File: src/rtl/clause_terminal_pkg.sv
// Shared encodings for the clause-array terminal logic.
// Free-literal counts saturate at FLC_MANY; 2'd3 is illegal and treated like FLC_MANY.
package clause_terminal_pkg;

  localparam logic [1:0] FLC_NONE = 2'd0;
  localparam logic [1:0] FLC_ONE  = 2'd1;
  localparam logic [1:0] FLC_MANY = 2'd2;

endpackage : clause_terminal_pkg

File: src/rtl/clause_terminal.sv
// Terminal cell of one clause row: folds the literal-chain summaries into
// registered satisfied/implication/conflict/level drives back into the chain.
module clause_terminal
  import clause_terminal_pkg::*;
#(
  parameter int WIDTH_LVL   = 16,
  parameter int WIDTH_C_LEN = 4
) (
  input  logic                   clk,
  input  logic                   rst,
  input  logic                   csat_i,
  output logic                   csat_drv_o,
  input  logic [1:0]             freelitcnt_i,
  input  logic [WIDTH_C_LEN-1:0] clause_len_i,
  output logic                   imp_drv_o,
  input  logic                   conflict_c_i,
  input  logic                   all_lit_false_i,
  output logic                   conflict_c_drv_o,
  input  logic [WIDTH_LVL-1:0]   cmax_lvl_i,
  output logic [WIDTH_LVL-1:0]   cmax_lvl_o,
  input  logic [31:0]            debug_cid_i
);

  logic                 w_valid;
  logic                 w_csat_d;
  logic                 w_imp_d;
  logic                 w_conf_d;
  logic [WIDTH_LVL-1:0] w_lvl_d;

  logic                 r_csat;
  logic                 r_imp;
  logic                 r_conf;
  logic [WIDTH_LVL-1:0] r_lvl;

  // The clause id only labels the row for debugging; it never affects the logic.
  logic w_unused_debug;
  assign w_unused_debug = ^debug_cid_i;

  // Satisfaction masks both implication and conflict, so they stay exclusive.
  always_comb begin
    w_valid  = (clause_len_i != '0);
    w_csat_d = csat_i & w_valid;
    w_imp_d  = w_valid & ~csat_i & (freelitcnt_i == FLC_ONE);
    w_conf_d = w_valid & ~csat_i & conflict_c_i & all_lit_false_i
             & (freelitcnt_i == FLC_NONE);
    w_lvl_d  = '0;
    if (w_imp_d || w_conf_d) begin
      w_lvl_d = cmax_lvl_i;
    end
  end

  // Single register stage breaks the combinational loop through the literal chain.
  always_ff @(posedge clk or negedge rst) begin
    if (!rst) begin
      r_csat <= 1'b0;
      r_imp  <= 1'b0;
      r_conf <= 1'b0;
      r_lvl  <= '0;
    end else begin
      r_csat <= w_csat_d;
      r_imp  <= w_imp_d;
      r_conf <= w_conf_d;
      r_lvl  <= w_lvl_d;
    end
  end

  assign csat_drv_o       = r_csat;
  assign imp_drv_o        = r_imp;
  assign conflict_c_drv_o = r_conf;
  assign cmax_lvl_o       = r_lvl;

endmodule : clause_terminal

File: config.mk
export PLATFORM = sky130hd
export DESIGN_NAME = clause_terminal
export DESIGN_NICKNAME = d
export VERILOG_FILES = /design/src/rtl/clause_terminal_pkg.sv /design/src/rtl/clause_terminal.sv
export SDC_FILE = /design/constraint.sdc
export NUM_CORES = 1
export LEC_CHECK = 0
export ABC_AREA = 0
export BUFFER_PORTS_ARGS = -buffer_cell sky130_fd_sc_hd__buf_4
export CORE_MARGIN = 3
export CORE_UTILIZATION = 34
export CTS_CLUSTER_SIZE = 30
export DETAILED_ROUTE_END_ITERATION = 6
export PLACE_DENSITY_LB_ADDON = 0.05
export SKIP_LAST_GASP = 1
export SYNTH_ARGS = -nofsm -noshare
export SYNTH_HDL_FRONTEND = slang
export SYNTH_SLANG_ARGS = --single-unit
File: constraint.sdc
create_clock -name clk -period 0.8 [get_ports clk]
set_input_delay 0.12 -clock clk [delete_from_list [all_inputs] [get_ports clk]]
set_output_delay 0.12 -clock clk [all_outputs]
set_load 0.05 [all_outputs]
### Word level (Yosys, flattened, before mapping)

Index checks and enable logic that the tools add are counted.

| cells by class | value |
|---|---|
| multiplexer cells | 1 |
| reductions and logical operators | 3 |
| equality and inequality tests | 1 |
| bitwise logic cells | 7 |

Operators with widths:

| cell | number |
|---|---|
| 2-to-1 mux 16 bit | 1 |
| AND 1 bit | 6 |
| nonzero test 4 bit | 1 |
| == test 2 x 1 -> 1 bit (second input constant) | 1 |
| logical NOT 2 bit | 1 |
| logical OR 1 bit | 1 |
| inverter 1 bit | 1 |

| storage, ports and cells | value |
|---|---|
| input bits | 59 |
| output and inout port bits | 19 |
| flip-flop bits (word level) | 19 |

### Depth between registers and ports, before layout

| logic depth | value |
|---|---|
| depth after elaboration | 7 |
| mapped depth | 4 |
| gate-level depth less buffers | 2 |

### Worst setup path before layout

No wires, ideal clock.

| path | value |
|---|---|
| path type | input -> register |
| start | input port clause_len_i[1] |
| end | register r_conf (netlist: conflict_c_drv_o) |
| path slack | -0.158 ns |
| data required time | 0.678 ns |
| cell stages on the path | 3 |
| arrival | 0.837 ns |
| path through | nor4_4 > buf_6 > nor4_1 |

| on the way | value |
|---|---|
| longest elaborated chain between the ends | 5 |

Ends and longest elaborated chain:

| element | line | source |
|---|---|---|
| start: declaration | clause_terminal.sv:14 | `input logic [WIDTH_C_LEN-1:0] clause_len_i,` |
| nonzero test 4 bit | clause_terminal.sv:41 | `w_valid = (clause_len_i != '0);` |
| AND 1 bit (3 in a row) | clause_terminal.sv:44 | `w_conf_d = w_valid & ~csat_i & conflict_c_i & all_lit_false_i` |
| AND 1 bit | clause_terminal.sv:45 | `& (freelitcnt_i == FLC_NONE);` |
| net w_conf_d | clause_terminal.sv:27 | `logic w_conf_d;` |
| end signal: assignment | clause_terminal.sv:62 | `r_conf <= w_conf_d;` |
| end: declaration | clause_terminal.sv:32 | `logic r_conf;` |

The timed path passes the listed nets, and every way through them passes these cells.

### Worst setup path after layout

| path | value |
|---|---|
| start | register r_lvl[0] (netlist: cmax_lvl_o[0]) |
| end | output port cmax_lvl_o[0] |

RTL lines:

| element | line | source |
|---|---|---|
| start: declaration | clause_terminal.sv:33 | `logic [WIDTH_LVL-1:0] r_lvl;` |
| start signal: assignment | clause_terminal.sv:63 | `r_lvl <= w_lvl_d;` |
| end: declaration | clause_terminal.sv:20 | `output logic [WIDTH_LVL-1:0] cmax_lvl_o,` |

No word-level cell between the ends.

==> out/results.ini <==
[drt]
via_count=588
wl_per_cell_microns=13.6
drc=0
wirelength_microns=1670
dr.pass1.iters=2
routed_via_density=4.78
first_iter_violations=4
ant_nets=0

[sta]
worst_slack_ns=-0.153
slew_viol_final=0
setup_viol=19
tightest_slew_ns=0.254
final_hold_viol_count=0
rsz0062_at_grt=yes
relSlewSlack=0.828
fmax_mhz=1050
period_minus_slack_ns=0.953
finalCritPeriodShare=1.19

[power_and_ir_drop]
p_leak_nw=0.598
combinationalPowerShare=0.234
power.density_mw_per_mm2=1470
switching_share=0.267
p_sw_uw=509
vdd_drop_max_mv=0.847
p_int_mw=1.40
p_clk_frac=0.238
p_seq_frac=0.528

[clock_network]
cts_tree=yes
post_cts_buffers=0
cts.htree.levels=1
cts_buffers=3
clock-root-buffer=clkbuf_4
cts.clk_slew.worst_paths_ns=0.10
clock_path_buffers=2
hold_buffers=1
cts.sinks=19

[worst_setup_path]
worstSetupEndpoint=cmax_lvl_o[0]
crit_cells=1
cp.required_ns=0.68
crit_chain=buf_6
crit_path_start_kind=flip-flop
crit_fanout=1
critPathKind=flip-flop to primary output
cp_data_arrival_time_ns=0.83
worst-path-buf-inv=1
max_stage_delay_ns=0.40
crit_family=flip-flops
critPathSlowestCell=dfrtp_1
crit_start=cmax_lvl_o[0]$_DFF_PN0_
critPathCaptureType=primary output

[synthesis]
ys_seq_area_frac=0.622
ys_ff_latch=19
ys_warn_count=0
netlist_area_sq_um=764
syn_avg_cell_area_sq_um=16.6
ys_types=12
synth_nets=105
synth_cells=46

[finish]
post-route-util=0.633
drive_gt1_frac=0.698
antenna_cells=0
final_nets=156
nFillCells=175
syn2layout_area_growth_pct=69.1

[global_route]
grt_pass1_wl_microns=2770
grt_util_all_layers=0.131
first_global_vias=589
grt_max_degree=20
grt_overflow=0
antenna_found_initial=0

[floorplan]
core_sq_mm=0.00204
start_util=0.374
num_rows=16
die_area_sq_mm=0.00285
dieHeight_microns=53.4
io_pins=78
fp.dieW_microns=53.4

[hold_path]
worstHoldPathType=primary input to flip-flop
hold_depth=2

[run]
drv_cap=0

[placement]
gp_congestion=0.682
dp_hpwl_microns=1250
dp_slack_ns=-0.253
portBuffers=45

[outcome]
violations=setup timing
status=finished with violations

[metal layers]
layer,share of wire,GRT usage,wire length [microns]
met5,0,0,0
met4,0,0.0255,0
met3,0.089,0.0310,148
met2,0.53,0.210,893
met1,0.38,0.178,630
[cell usage after synthesis, drive strengths merged]
| cell | count | area [sq um] |
|---|---|---|
| nor4b | 16 | 190 |
| a21oi | 1 | 5.00 |
| nor3b | 1 | 7.51 |
| and2b | 1 | 7.51 |
| dfrtp | 19 | 475 |
| buf | 4 | 41.3 |
| or2 | 1 | 6.26 |
| nor4 | 2 | 27.5 |
| nand2 | 1 | 3.75 |
[sequential cells by signal, summed over array words and instances, names as in the netlist]
signal,flops
cmax_lvl_o,16
conflict_c_drv_o,1
imp_drv_o,1
csat_drv_o,1
[how the worst min path moves through the flow]
stage	from	to	slack (ns)
after global routing	freelitcnt_i[0]	conflict_c_drv_o$_DFF_PN0_	-0.01
after floorplan	rst	cmax_lvl_o[0]$_DFF_PN0_	-0.18
after detailed placement	rst	cmax_lvl_o[4]$_DFF_PN0_	0.006
after CTS	freelitcnt_i[0]	conflict_c_drv_o$_DFF_PN0_	-0.005
after global placement	rst	csat_drv_o$_DFF_PN0_	0.004
final	freelitcnt_i[0]	conflict_c_drv_o$_DFF_PN0_	0.006
[stage by stage]
| step | hold slack, ns | std cells | total power, mW | cell area, sq um | setup TNS [ns] |
|---|---|---|---|---|---|
| final | 0.00630 | 123 | 1.90 | 1290 | -2.61 |
| after detailed placement | 0.00570 | 118 | 1.43 | 1150 | -4.14 |
| after CTS | -0.00523 | 123 | 1.92 | 1260 | -2.88 |
| after global routing | -0.0101 | 123 | 1.99 | 1290 | -3.27 |
| after global placement | 0.00443 | 118 | 1.43 | 1150 | -3.89 |
| after floorplan | -0.176 | 46 | 1.23 | 768 | -1.79 |
[cell type report]
class | count | area (sq um) | area share
Tap cell | 27 | 33.8 | 0.0261
Multi-Input combinational cell | 23 | 283 | 0.219
Timing Repair Buffer | 50 | 474 | 0.367
Clock buffer | 4 | 26.3 | 0.0203
Sequential cell | 19 | 475 | 0.368
[power groups by stage]
stage	Clock [mW]	Sequential (mW)	Combinational [mW]
detailed placement	0	1.02	0.415
global route	0.511	1.01	0.473
finish	0.453	1.01	0.446
global placement	0	1.02	0.414
floorplan	0	1.13	0.0973
CTS	0.476	1.01	0.440
[cell usage in the layout, fill, tap and decap left out]
cell type / count
a21oi_2: 1
and2b_1: 1
buf_12: 2
buf_4: 28
buf_6: 19
clkbuf_1: 1
clkbuf_4: 3
dfrtp_1: 19
dlygate4sd3_1: 1
nand2_1: 1
nor3b_1: 1
nor4_1: 1
nor4_4: 1
nor4b_1: 3
nor4b_2: 13
or2_1: 1
[kinds of logic (layout without fill, tap and decap cells)]
kind of cell,count (synthesis),after routing,share of synthesized area
simple gates,22,22,0.318
flops,19,19,0.622
buf+inv,4,54,0.0540
compound gates,1,1,0.00654
[repair_timing]
action | in CTS | in global routing
resized for setup | 19 | 5
hold endpoints to repair | 20 | 1
setup endpoints to repair | 19 | 24
pin swaps | 0 | 0
Note: power is estimated with default switching activity, not from simulation.
